### config.mk
export PLATFORM = sky130hd
export DESIGN_NAME = tcdm_mpu_filter_flat
export DESIGN_NICKNAME = d
export VERILOG_FILES = /design/src/rtl/tcdm_mpu_filter_if.sv /design/src/rtl/tcdm_mpu_filter.sv /design/src/flat_wrapper.sv
export SDC_FILE = /design/constraint.sdc
export NUM_CORES = 2
export LEC_CHECK = 0
export BUFFER_PORTS_ARGS = -buffer_cell sky130_fd_sc_hd__buf_2
export CAP_MARGIN = 20
export CELL_PAD_IN_SITES_DETAIL_PLACEMENT = 0
export CELL_PAD_IN_SITES_GLOBAL_PLACEMENT = 1
export CORE_MARGIN = 3
export CORE_UTILIZATION = 35
export DETAILED_ROUTE_END_ITERATION = 12
export HOLD_SLACK_MARGIN = 0.08
export PLACE_DENSITY = 0.65
export SETUP_SLACK_MARGIN = 0.5
export SYNTH_ARGS = -nofsm -noshare
export SYNTH_HDL_FRONTEND = slang
export SYNTH_SLANG_ARGS = --single-unit
### constraint.sdc
create_clock -name clk -period 51.2 [get_ports clk]
set_input_delay 5.12 -clock clk [delete_from_list [all_inputs] [get_ports clk]]
set_output_delay 5.12 -clock clk [all_outputs]
set_load 0.05 [all_outputs]
### src/rtl/tcdm_mpu_filter_if.sv
// Per-port TCDM request/response bundle. The filter uses "slave" toward the
// upstream masters and "master" toward the interconnect.
interface tcdm_mpu_filter_if #(
  parameter int unsigned N_PORTS    = 4,
  parameter int unsigned ADDR_WIDTH = 32,
  parameter int unsigned DATA_WIDTH = 32,
  parameter int unsigned BE_WIDTH   = DATA_WIDTH / 8
);
  logic [N_PORTS-1:0]            req;
  logic [N_PORTS*ADDR_WIDTH-1:0] add;
  logic [N_PORTS-1:0]            wen;
  logic [N_PORTS*DATA_WIDTH-1:0] wdata;
  logic [N_PORTS*BE_WIDTH-1:0]   be;
  logic [N_PORTS-1:0]            gnt;
  logic [N_PORTS*DATA_WIDTH-1:0] r_rdata;
  logic [N_PORTS-1:0]            r_valid;

  modport master (output req, add, wen, wdata, be, input  gnt, r_rdata, r_valid);
  modport slave  (input  req, add, wen, wdata, be, output gnt, r_rdata, r_valid);
endinterface

### src/rtl/tcdm_mpu_filter.sv
// Rule-table address filter for N_PORTS TCDM masters with fault logging.
// Define TCDM_MPU_PORT_CNT_EN to add per-port violation counters at 0xF10+4p.
module tcdm_mpu_filter #(
  parameter int unsigned N_PORTS       = 4,
  parameter int unsigned N_RULES       = 8,
  parameter int unsigned ADDR_WIDTH    = 32,
  parameter int unsigned DATA_WIDTH    = 32,
  parameter int unsigned BE_WIDTH      = DATA_WIDTH / 8,
  parameter int unsigned GRAN_LOG2     = 6,
  parameter logic [31:0] ERR_PATTERN   = 32'hBADE5505,
  parameter logic        FILTER_EN_RST = 1'b0
) (
  input  logic                 clk,
  input  logic                 rst,
  input  logic [N_PORTS-1:0]   supervisor_mode_i,
  tcdm_mpu_filter_if.slave     mst_bus,
  tcdm_mpu_filter_if.master    slv_bus,
  input  logic                 cfg_req_i,
  input  logic [11:0]          cfg_add_i,
  input  logic                 cfg_wen_i,
  input  logic [31:0]          cfg_wdata_i,
  output logic                 cfg_gnt_o,
  output logic [31:0]          cfg_r_rdata_o,
  output logic                 cfg_r_valid_o,
  output logic                 err_irq_o
);
  localparam int unsigned CMP_W = ADDR_WIDTH - GRAN_LOG2;

  logic [31:0] start_q [N_RULES], start_d [N_RULES];
  logic [31:0] end_q   [N_RULES], end_d   [N_RULES];
  logic [3:0]  ctrl_q  [N_RULES], ctrl_d  [N_RULES];
  logic        filter_en_q, filter_en_d;
  logic        err_valid_q, err_valid_d, err_wen_q, err_wen_d;
  logic [3:0]  err_port_q, err_port_d;
  logic [31:0] err_addr_q, err_addr_d;
  logic [15:0] err_count_q, err_count_d;
  logic [N_PORTS-1:0] err_pend_q, allow_s, viol_s;
  logic        cfg_r_valid_q;
  logic [31:0] cfg_rdata_q, cfg_rdata_s;
  logic        cfg_we_s, glb_sel_s, err_clr_s, unused_s;
  logic [5:0]  glb_word_s;
  logic [3:0]  first_port_s;
  logic [31:0] first_addr_s;
  logic        first_wen_s;
  logic [4:0]  viol_cnt_s;
  logic [16:0] count_sum_s;
`ifdef TCDM_MPU_PORT_CNT_EN
  logic [15:0] pcnt_q [N_PORTS], pcnt_d [N_PORTS];
`endif

  assign cfg_we_s   = cfg_req_i & ~cfg_wen_i;
  assign glb_sel_s  = (cfg_add_i[11:8] == 4'hF);
  assign glb_word_s = cfg_add_i[7:2];
  assign err_clr_s  = cfg_we_s & glb_sel_s & (glb_word_s == 6'd2);
  assign unused_s   = ^cfg_add_i[1:0];

  // Rule matching and violation detection per port
  always_comb begin
    allow_s = '0;
    viol_s  = '0;
    for (int p = 0; p < N_PORTS; p++) begin
      allow_s[p] = ~filter_en_q | supervisor_mode_i[p];
      for (int r = 0; r < N_RULES; r++) begin
        allow_s[p] = allow_s[p] | (ctrl_q[r][0]
          & (start_q[r][ADDR_WIDTH-1:GRAN_LOG2] <= mst_bus.add[p*ADDR_WIDTH+GRAN_LOG2 +: CMP_W])
          & (mst_bus.add[p*ADDR_WIDTH+GRAN_LOG2 +: CMP_W] < end_q[r][ADDR_WIDTH-1:GRAN_LOG2])
          & (mst_bus.wen[p] ? ctrl_q[r][1] : ctrl_q[r][2]));
      end
      viol_s[p] = mst_bus.req[p] & ~allow_s[p];
    end
  end

  assign slv_bus.req   = mst_bus.req & ~viol_s;
  assign slv_bus.add   = mst_bus.add;
  assign slv_bus.wen   = mst_bus.wen;
  assign slv_bus.wdata = mst_bus.wdata;
  assign slv_bus.be    = mst_bus.be[N_PORTS*BE_WIDTH-1:0];
  assign mst_bus.gnt   = slv_bus.gnt | viol_s;
  assign mst_bus.r_valid = slv_bus.r_valid | err_pend_q;

  for (genvar p = 0; p < N_PORTS; p++) begin : g_rdata
    assign mst_bus.r_rdata[p*DATA_WIDTH +: DATA_WIDTH] = err_pend_q[p]
      ? {(DATA_WIDTH/32){ERR_PATTERN}} : slv_bus.r_rdata[p*DATA_WIDTH +: DATA_WIDTH];
  end

  // Lowest violating port and violation popcount for this cycle
  always_comb begin
    first_port_s = 4'd0;
    first_addr_s = 32'd0;
    first_wen_s  = 1'b0;
    viol_cnt_s   = 5'd0;
    for (int p = N_PORTS - 1; p >= 0; p--) begin
      first_port_s = viol_s[p] ? 4'(p) : first_port_s;
      first_addr_s = viol_s[p] ? 32'(mst_bus.add[p*ADDR_WIDTH +: ADDR_WIDTH]) : first_addr_s;
      first_wen_s  = viol_s[p] ? mst_bus.wen[p] : first_wen_s;
      viol_cnt_s   = viol_cnt_s + 5'(viol_s[p]);
    end
    count_sum_s = {1'b0, err_count_q} + 17'(viol_cnt_s);
  end

  // Next state of the register file and fault log
  always_comb begin
    start_d     = start_q;
    end_d       = end_q;
    ctrl_d      = ctrl_q;
    filter_en_d = filter_en_q;
    err_valid_d = err_valid_q;
    err_addr_d  = err_addr_q;
    err_port_d  = err_port_q;
    err_wen_d   = err_wen_q;
    err_count_d = count_sum_s[16] ? 16'hFFFF : count_sum_s[15:0];
    for (int r = 0; r < N_RULES; r++) begin
      case ({cfg_we_s & ~glb_sel_s & ~ctrl_q[r][3] & (cfg_add_i[11:4] == 8'(r)), cfg_add_i[3:2]})
        3'b100:  start_d[r] = cfg_wdata_i;
        3'b101:  end_d[r]   = cfg_wdata_i;
        3'b110:  ctrl_d[r]  = cfg_wdata_i[3:0];
        default: ;
      endcase
    end
    if (cfg_we_s && glb_sel_s && (glb_word_s == 6'd0)) begin
      filter_en_d = cfg_wdata_i[0];
    end else begin
      filter_en_d = filter_en_q;
    end
    // A new fault wins over a same-cycle software clear
    if ((|viol_s) && (!err_valid_q || err_clr_s)) begin
      err_valid_d = 1'b1;
      err_addr_d  = first_addr_s;
      err_port_d  = first_port_s;
      err_wen_d   = first_wen_s;
    end else if (err_clr_s) begin
      err_valid_d = 1'b0;
      err_addr_d  = 32'd0;
    end else begin
      err_valid_d = err_valid_q;
    end
  end

  // Config read mux, sampled into the response register on request
  always_comb begin
    cfg_rdata_s = 32'd0;
    if (glb_sel_s) begin
      case (glb_word_s)
        6'd0:    cfg_rdata_s = {31'd0, filter_en_q};
        6'd1:    cfg_rdata_s = err_addr_q;
        6'd2:    cfg_rdata_s = {err_valid_q, 22'd0, err_wen_q, 4'd0, err_port_q};
        6'd3:    cfg_rdata_s = {16'd0, err_count_q};
        default: cfg_rdata_s = 32'd0;
      endcase
`ifdef TCDM_MPU_PORT_CNT_EN
      for (int p = 0; p < N_PORTS; p++) begin
        cfg_rdata_s = (glb_word_s == 6'(4 + p)) ? {16'd0, pcnt_q[p]} : cfg_rdata_s;
      end
`endif
    end else begin
      for (int r = 0; r < N_RULES; r++) begin
        case ({(cfg_add_i[11:4] == 8'(r)), cfg_add_i[3:2]})
          3'b100:  cfg_rdata_s = start_q[r];
          3'b101:  cfg_rdata_s = end_q[r];
          3'b110:  cfg_rdata_s = {28'd0, ctrl_q[r]};
          default: ;
        endcase
      end
    end
  end

  // State registers
  always_ff @(posedge clk or posedge rst) begin
    if (rst) begin
      for (int r = 0; r < N_RULES; r++) begin
        start_q[r] <= 32'd0;
        end_q[r]   <= 32'd0;
        ctrl_q[r]  <= 4'd0;
      end
      filter_en_q   <= FILTER_EN_RST;
      err_valid_q   <= 1'b0;
      err_addr_q    <= 32'd0;
      err_port_q    <= 4'd0;
      err_wen_q     <= 1'b0;
      err_count_q   <= 16'd0;
      err_pend_q    <= '0;
      cfg_r_valid_q <= 1'b0;
      cfg_rdata_q   <= 32'd0;
    end else begin
      start_q       <= start_d;
      end_q         <= end_d;
      ctrl_q        <= ctrl_d;
      filter_en_q   <= filter_en_d;
      err_valid_q   <= err_valid_d;
      err_addr_q    <= err_addr_d;
      err_port_q    <= err_port_d;
      err_wen_q     <= err_wen_d;
      err_count_q   <= err_count_d;
      err_pend_q    <= viol_s;
      cfg_r_valid_q <= cfg_req_i;
      cfg_rdata_q   <= cfg_req_i ? cfg_rdata_s : cfg_rdata_q;
    end
  end

`ifdef TCDM_MPU_PORT_CNT_EN
  // Per-port saturating counters; a clear loads this cycle's increment
  always_comb begin
    for (int p = 0; p < N_PORTS; p++) begin
      pcnt_d[p] = (cfg_we_s && glb_sel_s && (glb_word_s == 6'(4 + p))) ? 16'(viol_s[p])
                : ((pcnt_q[p] == 16'hFFFF) ? pcnt_q[p] : pcnt_q[p] + 16'(viol_s[p]));
    end
  end

  // Per-port counter registers
  always_ff @(posedge clk or posedge rst) begin
    if (rst) begin
      for (int p = 0; p < N_PORTS; p++) pcnt_q[p] <= 16'd0;
    end else begin
      pcnt_q <= pcnt_d;
    end
  end
`endif

  assign cfg_gnt_o     = 1'b1;
  assign cfg_r_valid_o = cfg_r_valid_q;
  assign cfg_r_rdata_o = cfg_rdata_q;
  assign err_irq_o     = err_valid_q;
endmodule

### src/flat_wrapper.sv
// flat-port wrapper written by rule: the top's interface ports become plain ports
module tcdm_mpu_filter_flat 
#(
  parameter int unsigned N_PORTS       = 4,
  parameter int unsigned N_RULES       = 8,
  parameter int unsigned ADDR_WIDTH    = 32,
  parameter int unsigned DATA_WIDTH    = 32,
  parameter int unsigned BE_WIDTH      = DATA_WIDTH / 8,
  parameter int unsigned GRAN_LOG2     = 6,
  parameter logic [31:0] ERR_PATTERN   = 32'hBADE5505,
  parameter logic        FILTER_EN_RST = 1'b0
)
  (clk, rst, supervisor_mode_i, cfg_req_i, cfg_add_i, cfg_wen_i, cfg_wdata_i, cfg_gnt_o, cfg_r_rdata_o, cfg_r_valid_o, err_irq_o, mst_bus_req, mst_bus_add, mst_bus_wen, mst_bus_wdata, mst_bus_be, mst_bus_gnt, mst_bus_r_rdata, mst_bus_r_valid, slv_bus_req, slv_bus_add, slv_bus_wen, slv_bus_wdata, slv_bus_be, slv_bus_gnt, slv_bus_r_rdata, slv_bus_r_valid);
  tcdm_mpu_filter_if #(.N_PORTS(N_PORTS), .ADDR_WIDTH(ADDR_WIDTH), .DATA_WIDTH(DATA_WIDTH), .BE_WIDTH(BE_WIDTH)) mst_bus_i ();
  tcdm_mpu_filter_if #(.N_PORTS(N_PORTS), .ADDR_WIDTH(ADDR_WIDTH), .DATA_WIDTH(DATA_WIDTH), .BE_WIDTH(BE_WIDTH)) slv_bus_i ();
  input  logic clk;
  input  logic rst;
  input  logic [N_PORTS-1:0] supervisor_mode_i;
  input  logic cfg_req_i;
  input  logic [11:0] cfg_add_i;
  input  logic cfg_wen_i;
  input  logic [31:0] cfg_wdata_i;
  output logic cfg_gnt_o;
  output logic [31:0] cfg_r_rdata_o;
  output logic cfg_r_valid_o;
  output logic err_irq_o;
  input wire logic [$bits(mst_bus_i.req)-1:0] mst_bus_req;
  input wire logic [$bits(mst_bus_i.add)-1:0] mst_bus_add;
  input wire logic [$bits(mst_bus_i.wen)-1:0] mst_bus_wen;
  input wire logic [$bits(mst_bus_i.wdata)-1:0] mst_bus_wdata;
  input wire logic [$bits(mst_bus_i.be)-1:0] mst_bus_be;
  output wire logic [$bits(mst_bus_i.gnt)-1:0] mst_bus_gnt;
  output wire logic [$bits(mst_bus_i.r_rdata)-1:0] mst_bus_r_rdata;
  output wire logic [$bits(mst_bus_i.r_valid)-1:0] mst_bus_r_valid;
  output wire logic [$bits(slv_bus_i.req)-1:0] slv_bus_req;
  output wire logic [$bits(slv_bus_i.add)-1:0] slv_bus_add;
  output wire logic [$bits(slv_bus_i.wen)-1:0] slv_bus_wen;
  output wire logic [$bits(slv_bus_i.wdata)-1:0] slv_bus_wdata;
  output wire logic [$bits(slv_bus_i.be)-1:0] slv_bus_be;
  input wire logic [$bits(slv_bus_i.gnt)-1:0] slv_bus_gnt;
  input wire logic [$bits(slv_bus_i.r_rdata)-1:0] slv_bus_r_rdata;
  input wire logic [$bits(slv_bus_i.r_valid)-1:0] slv_bus_r_valid;
  assign mst_bus_i.req = mst_bus_req;
  assign mst_bus_i.add = mst_bus_add;
  assign mst_bus_i.wen = mst_bus_wen;
  assign mst_bus_i.wdata = mst_bus_wdata;
  assign mst_bus_i.be = mst_bus_be;
  assign mst_bus_gnt = mst_bus_i.gnt;
  assign mst_bus_r_rdata = mst_bus_i.r_rdata;
  assign mst_bus_r_valid = mst_bus_i.r_valid;
  assign slv_bus_req = slv_bus_i.req;
  assign slv_bus_add = slv_bus_i.add;
  assign slv_bus_wen = slv_bus_i.wen;
  assign slv_bus_wdata = slv_bus_i.wdata;
  assign slv_bus_be = slv_bus_i.be;
  assign slv_bus_i.gnt = slv_bus_gnt;
  assign slv_bus_i.r_rdata = slv_bus_r_rdata;
  assign slv_bus_i.r_valid = slv_bus_r_valid;
  tcdm_mpu_filter #(.N_PORTS(N_PORTS), .N_RULES(N_RULES), .ADDR_WIDTH(ADDR_WIDTH), .DATA_WIDTH(DATA_WIDTH), .BE_WIDTH(BE_WIDTH), .GRAN_LOG2(GRAN_LOG2), .ERR_PATTERN(ERR_PATTERN), .FILTER_EN_RST(FILTER_EN_RST)) u_core (.clk(clk), .rst(rst), .supervisor_mode_i(supervisor_mode_i), .mst_bus(mst_bus_i), .slv_bus(slv_bus_i), .cfg_req_i(cfg_req_i), .cfg_add_i(cfg_add_i), .cfg_wen_i(cfg_wen_i), .cfg_wdata_i(cfg_wdata_i), .cfg_gnt_o(cfg_gnt_o), .cfg_r_rdata_o(cfg_r_rdata_o), .cfg_r_valid_o(cfg_r_valid_o), .err_irq_o(err_irq_o));
endmodule
# After elaboration in Yosys (flattened, before gate mapping)
# Index checks and enable logic that the tools add are counted.
# word_totals
ff_bits	636
output_inout_bits	451
# classes
addsub	4
n_lt_le_gt_ge	64
n_eq_ne	59
mux	63
bitwise_logic	175
reduce_logical	9
# ops
operator	n
<= comparator 26 bit	32
< comparator 26 bit	32
case mux 32 bit (3 select lines)	8
2-to-1 mux 32 bit	11
== test 3 bit, second input constant	48
case mux 32 bit (4 select lines)	1
AND 1 bit	120
2-to-1 mux 1 bit	38
bitwise OR 1 bit	36
== test 8 x 3 -> 1 bit, second input constant	4
adder 16 x 5 -> 17 bit	1
== test 8 x 2 -> 1 bit, second input constant	2
2-to-1 mux 16 bit	1
NOT 1 bit	15
== test 6 x 2 -> 1 bit, second input constant	2
2-to-1 mux 4 bit	3
adder 5 x 1 -> 5 bit	2
== test 8 x 1 -> 1 bit, second input constant	1
zero test 8 bit	1
bitwise OR 4 bit	2
== test 6 x 1 -> 1 bit, second input constant	1
zero test 6 bit	1
AND 4 bit	1
== test 4 bit, second input constant	1
other kinds (8)	10

# Logic depth before layout (Yosys ltp)
# depth
depth_word	19
ltp_mapped	27
mapped_depth_nobuf	24

# Worst setup path before layout
# OpenSTA, ideal clock, no wires.
# synth_timing
path_type	in2out
from	input port mst_bus_add[75]
to	output port mst_bus_gnt[2]
t_arrival_ps	8128
slack_ps	37952
cell_stages	13
n_path_buf	2
path_cell_list	inv_1 ha_1 a2111oi_0 o21ai_0 o211ai_1 a31oi_1 o31ai_1 o211ai_1 o2111ai_1 or2_2 clkbuf_1 buf_1 nand2b_1
# synth_between
elab_chain_len	15
elab_cells_between_ends	51
cone_classes	order compare: 16; bitwise: 35
# synth_rtl
item	line	rtl
start: declaration	flat_wrapper.sv:28	input wire logic [$bits(mst_bus_i.add)-1:0] mst_bus_add;
<= comparator 26 bit	tcdm_mpu_filter.sv:65	& (start_q[r][ADDR_WIDTH-1:GRAN_LOG2] <= mst_bus.add[p*ADDR_WIDTH+GRAN_LOG2 +: CMP_W])
AND 1 bit	tcdm_mpu_filter.sv:65	
AND 1 bit	tcdm_mpu_filter.sv:66	& (mst_bus.add[p*ADDR_WIDTH+GRAN_LOG2 +: CMP_W] < end_q[r][ADDR_WIDTH-1:GRAN_LOG2])
AND 1 bit	tcdm_mpu_filter.sv:67	& (mst_bus.wen[p] ? ctrl_q[r][1] : ctrl_q[r][2]));
bitwise OR 1 bit (7 in a row)	tcdm_mpu_filter.sv:64	allow_s[p] = allow_s[p] | (ctrl_q[r][0]
bitwise OR 1 bit *	tcdm_mpu_filter.sv:64	
NOT 1 bit *	tcdm_mpu_filter.sv:69	viol_s[p] = mst_bus.req[p] & ~allow_s[p];
AND 1 bit *	tcdm_mpu_filter.sv:69	
bitwise OR 4 bit *	tcdm_mpu_filter.sv:78	assign mst_bus.gnt = slv_bus.gnt | viol_s;
end: declaration	flat_wrapper.sv:32	output wire logic [$bits(mst_bus_i.gnt)-1:0] mst_bus_gnt;
# Every way passes the cells marked *; elsewhere a longest branch is shown, timed or not.

# Final worst setup path
# layout_timing
from	input port mst_bus_add[85]
to	output port mst_bus_gnt[2]
# Same word-level chain as after synthesis.

==> results by group <==
Global route
  • Vias in the first global route: 64266
  • Pin count of the biggest net entering global routing: 152
  • Number of antenna violations at the first check in global routing: 60
  • First-pass GRT wire length: 561100 microns
  • Overall fraction of global-route tracks in use: 40.08%
  • Residual overflow from global routing: 0

Yosys
  • Yosys cell types: 78
  • Sequential share of the synthesized area: 22.80%
  • Synthesized netlist cell count: 7593
  • Yosys synthesis warning count: 0
  • Mapped Nets: 9703
  • Total of flip-flops plus latches after synthesis: 634
  • Async set-reset flop share out of synthesis: 100.0%
  • Primary FF master, synth: sky130_fd_sc_hd__dfrtp_1
  • Avg Cell Area, Syn: 9.166 sq um
  • Post-synthesis instance area: 0.06959 sq mm
  • Post-synth EDFFs: 0

Critical path
  • Series of cell instances along the critical path: buf_2 > inv_1 > ha_1 > nand4_1 > nor3_1 > and3_1 > o211ai_1 > a31oi_1 > o31ai_1 > o211ai_1 > o2111ai_4 > buf_4 > or2_2 > nand2b_1 > buf_2
  • Worst path buffer plus inverter count: 4
  • Length in cells of the worst reg-to-reg path: 26
  • Reg2Reg Launch Point: u_core.end_q[72]
  • Critical path's slowest cell: sky130_fd_sc_hd__nor3_1
  • Element type at the critical path end: primary output
  • Crit-path leading delay family: simple AND/OR/NAND/NOR gates
  • Capturing point of the worst reg2reg path: u_core.err_count_q[0]
  • Data arrival at the endpoint of the critical path: 11.04 ns
  • Setup slack of the worst register-to-register path: 42.10 ns
  • Nature of the critical path startpoint: input port
  • Data required time of the worst path: 46.08 ns
  • Slowest Stage Delay on Critical Path: 1.10 ns
  • Critical path start-end classification: input port to primary output
  • Max FO, Critical Path: 18

Clock network
  • TritonCTS clock tree: yes
  • Post-cts sizing count: 0
  • Postcts setup bufs: 0
  • Clock tree root driver cell: sky130_fd_sc_hd__clkbuf_16
  • Clock Pin Slew Worst Setup and Hold Paths: 0.06 ns
  • Skew-Pair Late Insertion Delay: 0.77 ns
  • Number of hold-repair buffers added at the cts stage: 0
  • Clock tree sinks: 634
  • Clock buffers created by TritonCTS: 83
  • Buffers from clock root to sink, at most: 3
  • Number of H-tree levels: 3

Timing
  • Final worst path period need: 16.16 ns
  • Worst Skew: 0.04466 ns
  • Final count of negative-setup-slack endpoints: 0
  • Hold violation count in the final report: 0
  • Max Transition Viols Final: 0
  • Period utilization: 31.57%
  • Worst slew margin relative to its limit: 2.959%
  • Fmax: 61.87 MHz
  • Setup repair after global routing missed its margin: no
  • Setup TNS after final layout: 0 ns
  • Worst slew pin tran: 1.442 ns

Drt
  • Metal3 WL: 38400 microns
  • Detailed Route WL: 424800 microns
  • Post-Route M1 WL: 172300 microns
  • Drt wl/cell: 39.73 microns
  • Count of nets left with antenna violations after detail routing: 0
  • Met2 Wirelength: 173100 microns
  • Number of design-rule violations left by the first detailed-router iteration: 8503
  • Total number of vias: 69302
  • Detailed-router iteration count before antenna repair: 8
  • Uppermost layer routed: met5
  • Residual DRC count: 0
  • Drt via density: 6.481

Final layout
  • Post-layout util: 39.51%
  • Synth-to-layout area growth: 12.08%
  • Commonest non-fill, non-tap cell in the layout: sky130_fd_sc_hd__ha_1
  • Net count reported at finish: 10068
  • Number of fill cells in the layout: 19940
  • Commonest cells after routing, fill and taps aside: 1640 x sky130_fd_sc_hd__ha_1, 752 x sky130_fd_sc_hd__a21oi_1, 634 x sky130_fd_sc_hd__dfrtp_1
  • Proportion of layout cells with a drive suffix above 1: 20.83%

Pwr
  • Peak supply drop: 0.02336 mV
  • Total leakage power: 38.47 nW
  • Post-layout total power: 1.542 mW
  • Power density relative to cell area: 19.77 mW/mm^2

Hold path
  • Class of the tightest hold or removal check: flip-flop to flip-flop
  • Worst Hold Launch: u_core.end_q[35]
  • Number of cells on the worst hold path: 2
  • Terminating pin of the worst hold path: u_core.end_q[35]

Placed design
  • Port Buffers: 627
  • Placer Congestion: 1.071
  • DP Wirelength: 321600 microns

Floorplanning
  • Width of the chip: 451.9 microns
  • Die Footprint: 0.2042 sq mm
  • Standard cell core area: 0.1974 sq mm
  • Ports placed on the boundary: 919
  • Number of placement rows: 163
  • Initial cell density of the core: 35.25%
  • Die outline height: 451.9 microns

Run status
  • Outcome: completed

Run
  • Max-cap violations: 0
[cells in the mapped netlist (16+ instances only)]
master                      number  area, sq um
sky130_fd_sc_hd__a221oi_1       75        656.9
sky130_fd_sc_hd__ha_1         1640        20520
sky130_fd_sc_hd__dfrtp_1       634        15870
sky130_fd_sc_hd__a21o_1        174         1306
sky130_fd_sc_hd__buf_4         277         2079
sky130_fd_sc_hd__a32oi_1        19        166.4
sky130_fd_sc_hd__or2_2          79        494.2
sky130_fd_sc_hd__o21a_1         66        495.5
sky130_fd_sc_hd__nand3b_1       39        292.8
sky130_fd_sc_hd__and3_1         36        225.2
sky130_fd_sc_hd__nand3_1       149        745.7
sky130_fd_sc_hd__nor3_1        116        580.6
sky130_fd_sc_hd__mux2i_1        42        420.4
sky130_fd_sc_hd__nor2b_1       123        769.5
sky130_fd_sc_hd__o211ai_1       64        480.5
sky130_fd_sc_hd__a211o_1        31        271.5
sky130_fd_sc_hd__o22ai_1        68        425.4
sky130_fd_sc_hd__mux2_2        518         5833
sky130_fd_sc_hd__o21ai_0       444         2222
sky130_fd_sc_hd__a2111oi_0      45        394.1
sky130_fd_sc_hd__a221o_1        85        850.8
sky130_fd_sc_hd__a21oi_1       754         3774
sky130_fd_sc_hd__nor2_1        252        945.9
sky130_fd_sc_hd__o21bai_1       19        142.6
sky130_fd_sc_hd__and4_1         30        262.8
sky130_fd_sc_hd__a31oi_1        26        162.7
sky130_fd_sc_hd__a211oi_1       99        743.2
sky130_fd_sc_hd__nor4_1         50        312.8
sky130_fd_sc_hd__nand2b_1       41        256.5
sky130_fd_sc_hd__o221ai_1       26        227.7
sky130_fd_sc_hd__o2111ai_1      16        140.1
sky130_fd_sc_hd__nand2_1       434         1629
sky130_fd_sc_hd__clkbuf_1      206        773.2
sky130_fd_sc_hd__a22oi_1        53        397.9
sky130_fd_sc_hd__a31o_2         35        306.5
sky130_fd_sc_hd__buf_1          44        165.2
sky130_fd_sc_hd__nand4_1       250         1564
sky130_fd_sc_hd__inv_1         387         1453
[stage by stage]
stage,setup WS [ns],cell area [sq um],hold WS [ns],instances
after detailed placement,35.31,74780,0.4649,10505
after CTS,35.29,77840,0.4787,10657
after global routing,35.22,77940,0.4970,10671
final,35.04,78000,0.4787,10693
after floorplan,28.32,69590,0.4444,7593
after global placement,35.29,74750,0.4568,10501
[power by group]
part / leakage, nW / internal, mW / switching (mW) / total (mW)
Sequential: 8.65 / 0.509 / 0.0113 / 0.520
Combinational: 28.3 / 0.0971 / 0.259 / 0.356
Clock: 1.48 / 0.394 / 0.272 / 0.666
[how the worst max path moves through the flow]
| stage | slack, ns | startpoint | depth (start not counted) | end |
|---|---|---|---|---|
| 2_1_floorplan | 28.32 | rst | 1 | u_core.cfg_r_rdata_o[0] |
| 3_3_place_gp | 35.29 | mst_bus_add[86] | 15 | mst_bus_gnt[2] |
| 3_5_place_dp | 35.31 | mst_bus_add[86] | 15 | mst_bus_gnt[2] |
| 4_1_cts | 35.29 | mst_bus_add[86] | 15 | mst_bus_gnt[2] |
| 5_1_grt | 35.22 | mst_bus_add[86] | 15 | mst_bus_gnt[2] |
| 6_report | 35.04 | mst_bus_add[85] | 15 | mst_bus_gnt[2] |
[sequential cells by signal, summed over array words and instances, names as in the netlist]
signal	flops
u_core.err_port_q	2
u_core.ctrl_q	32
u_core.start_q	256
u_core.err_wen_q	1
u_core.err_addr_q	32
u_core.err_pend_q	4
u_core.end_q	256
u_core.err_irq_o	1
u_core.filter_en_q	1
u_core.cfg_r_valid_o	1
u_core.cfg_r_rdata_o	32
u_core.err_count_q	16
[worst reg2reg max path, stage by stage, from the launching register on]
cell	delay [ns]
sky130_fd_sc_hd__dfrtp_1	0.56
sky130_fd_sc_hd__inv_1	0.19
sky130_fd_sc_hd__ha_1	0.33
sky130_fd_sc_hd__a21o_1	0.18
sky130_fd_sc_hd__a31oi_1	0.16
sky130_fd_sc_hd__o21ai_0	0.13
sky130_fd_sc_hd__a21oi_1	0.23
sky130_fd_sc_hd__o21ai_0	0.49
sky130_fd_sc_hd__a221oi_1	1.08
sky130_fd_sc_hd__nor4_1	0.20
sky130_fd_sc_hd__o2111ai_4	0.78
sky130_fd_sc_hd__buf_4	0.49
sky130_fd_sc_hd__or2_2	0.35
sky130_fd_sc_hd__buf_4	0.48
sky130_fd_sc_hd__buf_4	0.45
sky130_fd_sc_hd__inv_1	0.13
sky130_fd_sc_hd__ha_1	0.23
sky130_fd_sc_hd__ha_1	0.30
sky130_fd_sc_hd__inv_1	0.06
sky130_fd_sc_hd__fa_1	0.41
sky130_fd_sc_hd__nor2b_1	0.20
sky130_fd_sc_hd__o2111a_1	0.26
sky130_fd_sc_hd__nand3_1	0.19
sky130_fd_sc_hd__nor2_1	0.24
sky130_fd_sc_hd__and3_1	0.22
sky130_fd_sc_hd__nand3_1	0.46
sky130_fd_sc_hd__nand2b_1	0.24
[cell families after synthesis]
group	Yosys count	share of synthesized area [%]
compound gates	2174	19.88
simple gates	1646	12.14
fa+ha+maj	1642	29.54
buf+inv	926	6.508
flops	634	22.80
mux	561	9.018
xor+xnor	9	0.1133
other cells	1	0.005388
[layer usage]
layer / GRT usage, % / vias up
li1: - / 29501
met1: 51.22 / 34437
met2: 57.68 / 4207
met3: 9.506 / 1145
met4: 31.66 / 12
met5: 0 / -
[cell type report]
cell class	count	area (sq um)	share of cell area, %
tap	2640	3303	4.235
multi-input combinational	6033	49590	63.57
timing repair buffer	818	4648	5.959
clock buffer	103	2292	2.939
inverter	388	1465	1.878
antenna	28	70.07	0.08983
clock inverter	49	770.7	0.9881
sequential	634	15870	20.34
Power figures use the tool's default switching activity.
